<file path="config.mk">
export PLATFORM = sky130hd
export DESIGN_NAME = xs3_bcd_accumulator
export DESIGN_NICKNAME = d
export VERILOG_FILES = /design/src/rtl/xs3_bcd_accumulator.sv
export SDC_FILE = /design/constraint.sdc
export NUM_CORES = 1
export LEC_CHECK = 0
export CAP_MARGIN = 20
export CORE_ASPECT_RATIO = 0.6
export CORE_MARGIN = 3
export CORE_UTILIZATION = 25
export CTS_CLUSTER_DIAMETER = 120
export DETAILED_ROUTE_END_ITERATION = 8
export GPL_ROUTABILITY_DRIVEN = 0
export PLACE_DENSITY = 0.45
export SLEW_MARGIN = 20
export SYNTH_ARGS = -nofsm -noshare
export SYNTH_HDL_FRONTEND = slang
export SYNTH_SLANG_ARGS = --single-unit
</file>
<file path="constraint.sdc">
create_clock -name clk -period 1.7 [get_ports clk]
set_input_delay 0.255 -clock clk [delete_from_list [all_inputs] [get_ports clk]]
set_output_delay 0.255 -clock clk [all_outputs]
set_load 0.05 [all_outputs]
</file>
<file path="src/rtl/xs3_bcd_accumulator.sv">
// xs3_bcd_accumulator
// Accepts one Excess-3 coded decimal digit at a time and adds it into a
// two-digit BCD running total. Each digit walks through a five-state
// pipeline (IDLE, DECODE, ADD, ADJUST, RESP), so only one digit is in flight.
// The total is written back only on the ADJUST->RESP edge.
// SATURATE=0 wraps the total from 99 to 00. SATURATE=1 pins the total at 99.
// ovf and err are sticky until clear or reset.
module xs3_bcd_accumulator #(
  parameter bit SATURATE = 1'b0
) (
  input  logic       clk,
  input  logic       rst_n,
  input  logic       in_valid,
  input  logic [3:0] in_xs3,
  output logic       in_ready,
  input  logic       clear,
  output logic [3:0] sum_tens,
  output logic [3:0] sum_ones,
  output logic       out_valid,
  output logic       ovf,
  output logic       err
);

  typedef enum logic [2:0] {
    IDLE   = 3'd0,
    DECODE = 3'd1,
    ADD    = 3'd2,
    ADJUST = 3'd3,
    RESP   = 3'd4
  } state_t;

  state_t      state_reg;
  state_t      state_next;
  logic        started_reg;    // low during reset, high from the first edge after it
  logic [3:0]  code_reg;       // captured Excess-3 code
  logic [3:0]  digit_reg;      // decoded BCD digit
  logic        bad_reg;        // captured code was not a legal Excess-3 digit
  logic [4:0]  ones_tmp_reg;   // ones digit plus incoming digit, 0..18
  logic [3:0]  sum_tens_reg;
  logic [3:0]  sum_ones_reg;
  logic        ovf_reg;
  logic        err_reg;

  logic        accept;
  logic        code_bad;
  logic        carry;
  logic [3:0]  ones_adj;
  logic [3:0]  tens_adj;
  logic        wrap_ovf;

  // A clear in IDLE takes priority over a digit offered in the same cycle
  assign accept   = in_valid && in_ready && !clear;
  assign code_bad = (code_reg < 4'd3) || (code_reg > 4'd12);

  // State register, plus the flag that holds in_ready low until reset is over
  always_ff @(posedge clk or negedge rst_n) begin
    if (!rst_n) begin
      state_reg   <= IDLE;
      started_reg <= 1'b0;
    end else begin
      state_reg   <= state_next;
      started_reg <= 1'b1;
    end
  end

  // Next state: clear aborts from anywhere; only IDLE waits for a digit
  always_comb begin
    state_next = state_reg;
    if (clear) begin
      state_next = IDLE;
    end else begin
      case (state_reg)
        IDLE:    if (accept) state_next = DECODE;
        DECODE:  state_next = ADD;
        ADD:     state_next = ADJUST;
        ADJUST:  state_next = RESP;
        RESP:    state_next = IDLE;
        default: state_next = IDLE;
      endcase
    end
  end

  // Outputs decoded from state; an aborting clear also masks the RESP pulse
  always_comb begin
    in_ready  = started_reg && (state_reg == IDLE);
    out_valid = (state_reg == RESP) && !clear;
  end

  // Decimal adjust of the ones sum and the carry into tens, including overflow
  always_comb begin
    carry    = (ones_tmp_reg > 5'd9);
    // In 4-bit arithmetic, subtracting 10 maps 10..18 onto 0..8 correctly
    ones_adj = carry ? (ones_tmp_reg[3:0] - 4'd10) : ones_tmp_reg[3:0];
    tens_adj = sum_tens_reg;
    wrap_ovf = 1'b0;
    if (carry) begin
      if (sum_tens_reg == 4'd9) begin
        wrap_ovf = 1'b1;
        if (SATURATE) begin
          tens_adj = 4'd9;
          ones_adj = 4'd9;
        end else begin
          tens_adj = 4'd0;
        end
      end else begin
        tens_adj = sum_tens_reg + 4'd1;
      end
    end
  end

  // Datapath: capture on accept, then decode, add, and write back per state
  always_ff @(posedge clk or negedge rst_n) begin
    if (!rst_n) begin
      code_reg     <= 4'd0;
      digit_reg    <= 4'd0;
      bad_reg      <= 1'b0;
      ones_tmp_reg <= 5'd0;
      sum_tens_reg <= 4'd0;
      sum_ones_reg <= 4'd0;
      ovf_reg      <= 1'b0;
      err_reg      <= 1'b0;
    end else if (clear) begin
      sum_tens_reg <= 4'd0;
      sum_ones_reg <= 4'd0;
      ovf_reg      <= 1'b0;
      err_reg      <= 1'b0;
    end else begin
      if (accept) begin
        code_reg <= in_xs3;
      end
      case (state_reg)
        DECODE: begin
          digit_reg <= code_reg - 4'd3;
          bad_reg   <= code_bad;
          if (code_bad) begin
            err_reg <= 1'b1;
          end
        end
        ADD: begin
          ones_tmp_reg <= {1'b0, sum_ones_reg} + {1'b0, digit_reg};
        end
        ADJUST: begin
          // An illegal code leaves the total and ovf untouched
          if (!bad_reg) begin
            sum_tens_reg <= tens_adj;
            sum_ones_reg <= ones_adj;
            if (wrap_ovf) begin
              ovf_reg <= 1'b1;
            end
          end
        end
        default: ;
      endcase
    end
  end

  assign sum_tens = sum_tens_reg;
  assign sum_ones = sum_ones_reg;
  assign ovf      = ovf_reg;
  assign err      = err_reg;

endmodule

</file>
After elaboration in Yosys (flattened, before gate mapping)
Index checks and enable logic that the tools add are counted.
Storage, ports and cells
  register bits after elaboration: 28
  input port bits: 8
  output and inout bits: 12
Cells by class
  $add $sub $neg: 4
  order comparisons: 3
  equal/unequal tests: 7
  multiplexer cells: 21
  bitwise logic cells: 1
  reductions and logical operators: 19
Operator list (number)
  two-way mux 4 bit: 9
  case mux 3 bit (4 select lines): 1
  AND reduction 2 bit: 5
  nonzero test 2 bit: 5
  two-way mux 1 bit: 9
  equality test 3 x 2 -> 1 bit (second input constant): 2
  two-way mux 3 bit: 2
  AND reduction 3 bit: 2
  adder 4 x 4 -> 5 bit: 1
  > comparator 5 x 4 -> 1 bit (second input constant): 1
  adder 4 x 1 -> 4 bit (second input constant): 1
  equality test 4 bit (second input constant): 1
  > comparator 4 bit (second input constant): 1
  logical AND 1 bit: 4
  less-than comparator 4 x 2 -> 1 bit (second input constant): 1
  subtractor 4 x 2 -> 4 bit (second input constant): 1
  subtractor 4 bit (second input constant): 1
  equality test 3 x 1 -> 1 bit (second input constant): 1
  equality test 3 bit (second input constant): 1
  logical NOT 3 bit: 1
  inequality test 3 bit (second input constant): 1
  inequality test 2 bit (second input constant): 1
  logical NOT 1 bit: 1
  logical OR 1 bit: 1
  inverter 1 bit: 1

Depth between registers and ports, before layout
  depth after elaboration: 7
  gate-level depth with buffers: 6
  depth with buffers taken out: 6

Worst setup path after synthesis
OpenSTA, ideal clock, no wires.
  kind: reg-to-output
  from: register state_reg[2]
  to: output port in_ready
  arrival time: 2.163 ns
  data required time: 1.445 ns
  path slack: -0.718 ns
  cell stages (with the launch flop): 3
  cells stage by stage: dfrtp_1 > buf_2 > nor4b_1
On the way
  longest elaborated chain between the ends: 2
Ends and longest elaborated chain
  start, declared: line 32  | state_t state_reg;
  start signal, assigned: line 61  | state_reg <= state_next;
  logical NOT 3 bit: line 85  | in_ready = started_reg && (state_reg == IDLE);
  logical AND 1 bit: line 85
  end, declared: line 15  | output logic in_ready,
Every way passes these cells.

Worst setup path in the final report
  from: register ones_tmp_reg[1]
  to: register sum_tens_reg[1], in the netlist sum_tens[1]
On the way
  longest elaborated chain between the ends: 3
Ends and longest elaborated chain
  start, declared: line 38  | logic [4:0] ones_tmp_reg;
  start signal, assigned: line 140  | ones_tmp_reg <= {1'b0, sum_ones_reg} + {1'b0, digit_reg};
  > comparator 5 x 4 -> 1 bit: line 91  | carry = (ones_tmp_reg > 5'd9);
  nonzero test 2 bit (no line)
  AND reduction 3 bit (no line)
  end signal, assigned: line 145  | sum_tens_reg <= tens_adj;
  end, declared: line 39  | logic [3:0] sum_tens_reg;
Every way passes these cells.
A chain may end at the register's enable or synchronous reset.

==> results.md <==
- Mapped Cells: around 140
- Crit path max fanout: 4
- Synth Area in Simple Gates: 0.1447
- Die Width: 104.1 um
- CP Launch Type: flip-flop
- Hold-fix buffers, CTS: 0
- Post-DP Area: 1868 um2
- Buffers & Inverters on Critical Path: 1
- Number of remaining DRC errors: 0
- Post-synthesis cell type count: 38
- Post-DR wirelength/cell: around 14 um
- Vias in the first global route: roughly 1.2k
- Top Ports: 20
- Clock sink count: 28
- P per Cell Area: 1179 nW/um2
- RSZ-0062 raised after global routing: true
- Final hold vios: 0
- Post-synth EDFFs: 0
- Adder-Cell Fraction of Synth Area: 0.1005
- Area leader, netlist: dfrtp_1
- Critical-path cell list: inv_2 -> ha_4 -> nor2b_4 -> a211o_1 -> or4_4 -> a21oi_2
- Clock Skew: 0.001065 ns
- Synth Area in Compound Gates: 0.1395
- Pre-antenna DRT Iters: 4
- Tot GR Track Use: 0.1080
- Max FFs per register: 5
- First-pass GRT wire length: 5.789 mm
- CP max stage delay: 0.49 ns
- Antenna Cells: 0
- Max H-tree Level: 1
- Syn avg cell area: 10.39 um2
- Die ar.: between 6000 and 7000 um2
- Synthesized Nets: 158
- Count leader, synth: dfrtp_1
- Cell row count: 20
- Largest net degree at the start of global routing: 29
- FFs w/ async S/R, synth: 1.000
- Layout cells sized above 1: 0.3371
- Leakage power: 0.9369 nW
- Initial antenna violation count: 0
- Design area: 1982 um2
- Synthesized area: 1444 um2
- Worst-Skew Late Latency: 0.27 ns
- Synth top cells by count: dfrtp_1 (28), nand2_1 (15), o21ai_0 (12), a21oi_1 (11), ha_1 (10)
- Failing checks: setup timing
- Crit path max-delay family: simple AND/OR/NAND/NOR gates
- CTS tree: yes
- Synthesis Warnings: 0
- Min Hold Slack: 0.3520 ns
- Seq cells post-synth: 28
- Clock Path Buffers: 2
- CP required: 1.91 ns
- Worst EP arrival: around 2.0 ns
- Port Buf Inserts: 19
- Share of Yosys cell area claimed by the top area cell type: 0.4853
- Initial Util: 0.2722
- Fin crit share: 1.039
- Chip height: 64.87 um
- Synth Area in XOR/XNOR: 0.03033
- Vias: 1148
- Area grow syn2layout: 37.26%
- Nature of the critical path endpoint: flip-flop
- Final ANT Viol Nets: 0
- Setup ws final: -0.06580 ns
- Crit path time final: 1.766 ns
- DRT Wirelength: 3.448 mm
- Layout net count: ~200
- Number of setup violations in the final report: 3
- Max Cap Viol: 0
- Synth Flop Type: dfrtp_1
- Slowest CP cell: or4_4
- Filler cells: about 540
- Peak Freq: 566.3 MHz
- Setup WS pre-CTS: -0.07039 ns
- Total grt overflow: 0
- Root buf cell: clkbuf_8
- Status: complete, but fails checks
- Critical setup path kind: reg2reg
- Synth area leaders: dfrtp_1 (49%), ha_1 (8.7%), mux2_2 (5.5%)
- Main combinational cell family by area after synthesis: simple AND/OR/NAND/NOR gates
- DP HPWL: 2.600 mm
- Initial DRC Count: 21
- Sequential area share after synthesis: 0.4853
- Core region area: 5305 um2
- Total power: 2.336 mW
- Peak VDD IR: 0.0003199 V
- Hold Path Class: in2async
- Inserted Clock Buffers: 3
- Mux contribution to synthesized area: 0.06153
- Routed vias/inst: ~4.5
- Clk pin slew, worst setup/hold paths: 0.09 ns
- Slew Limit Fails: 0
==> final cells by class <==
class,count,area (um2),area share
clock buffers,4,55.05,0.02778
multi-input cells,99,759.5,0.3832
inverters,8,30.03,0.01515
repair buffers,39,335.3,0.1692
flip-flops and latches,28,705.7,0.3561
well taps,77,96.34,0.04861
==> logic make-up (layout without fill, tap and decap cells) <==
family                     Yosys count  after routing
muxes                                8              8
DFF                                 28             28
adders and majority gates           11             11
xor gates and xnor gates             5              5
buffers and inverters               12             51
AOI/OAI and AO/OA                   34             34
and+or+nand+nor                     40             40
other                                1              1
==> worst reg2reg max path, cell delays in order (launching register included) <==
cell and delay, ns:
dfrtp_1 0.39, inv_2 0.07, ha_4 0.16, nor2b_4 0.13, a211o_1 0.35, or4_4 0.49, a21oi_2 0.12
==> metrics by stage <==
stage          utilization  instances   TNS, ns
5_1_grt             0.3736        255   -0.3520
2_1_floorplan            -        139  -0.04498
3_5_place_dp        0.3521        250  -0.09674
4_1_cts             0.3649        255  -0.03784
3_3_place_gp        0.3521        250  -0.03773
6_report            0.3736        255   -0.1299
==> cell usage in the layout, fill, tap and decap left out, drive strengths merged, types with 2 or more instances in the layout <==
cell type and count:
clkbuf 4, inv 8, a211o 2, a21oi 11
xor2 2, or4 2, ha 10, a21o 2
nor2 7, a31oi 2, buf 32, nor4b 3
nor3 4, o21ai 12, dfrtp 28, clkdlybuf4s50 7
mux2 7, xnor2 3, nand2 16
==> layer usage <==
metal,vias to the layer above,GRT usage,wire length [um]
met3,5,0.03483,132
met5,-,0,0
met4,0,0.01990,22
li1,569,-,-
met2,16,0.1659,1479
met1,558,0.1501,1812
==> final timing paths <==
| check | start | endpoint | slack [ns] | cells past startpoint |
|---|---|---|---|---|
| setup / recovery | ones_tmp_reg[1]$_DFFE_PN0P_ | sum_tens[1]$_DFFE_PN0P_ | -0.07 | 6 |
| hold / removal | rst_n | sum_ones[3]$_DFFE_PN0P_ | 0.35 | 2 |
| setup reg to reg | ones_tmp_reg[1]$_DFFE_PN0P_ | sum_tens[1]$_DFFE_PN0P_ | -0.07 | 6 |
| hold reg to reg | digit_reg[2]$_DFFE_PN0P_ | digit_reg[2]$_DFFE_PN0P_ | 0.50 | 2 |
| max in group asynchronous | rst_n | sum_tens[1]$_DFFE_PN0P_ | 1.05 | 2 |
| min in group clk | digit_reg[2]$_DFFE_PN0P_ | digit_reg[2]$_DFFE_PN0P_ | 0.50 | 2 |
==> power by group <==
part | internal, mW | leakage (nW) | switching (mW)
logic | 0.514 | 0.551 | 0.453
clock network | 0.208 | 0.0288 | 0.207
registers | 0.813 | 0.357 | 0.142
==> repair_timing <==
action,in CTS,in global routing
endpoints found under the setup margin,3,7
setup buffers,1,0
pin swaps,2,1
gates resized for setup,2,10
No activity file was read; power rests on OpenSTA's default activity.
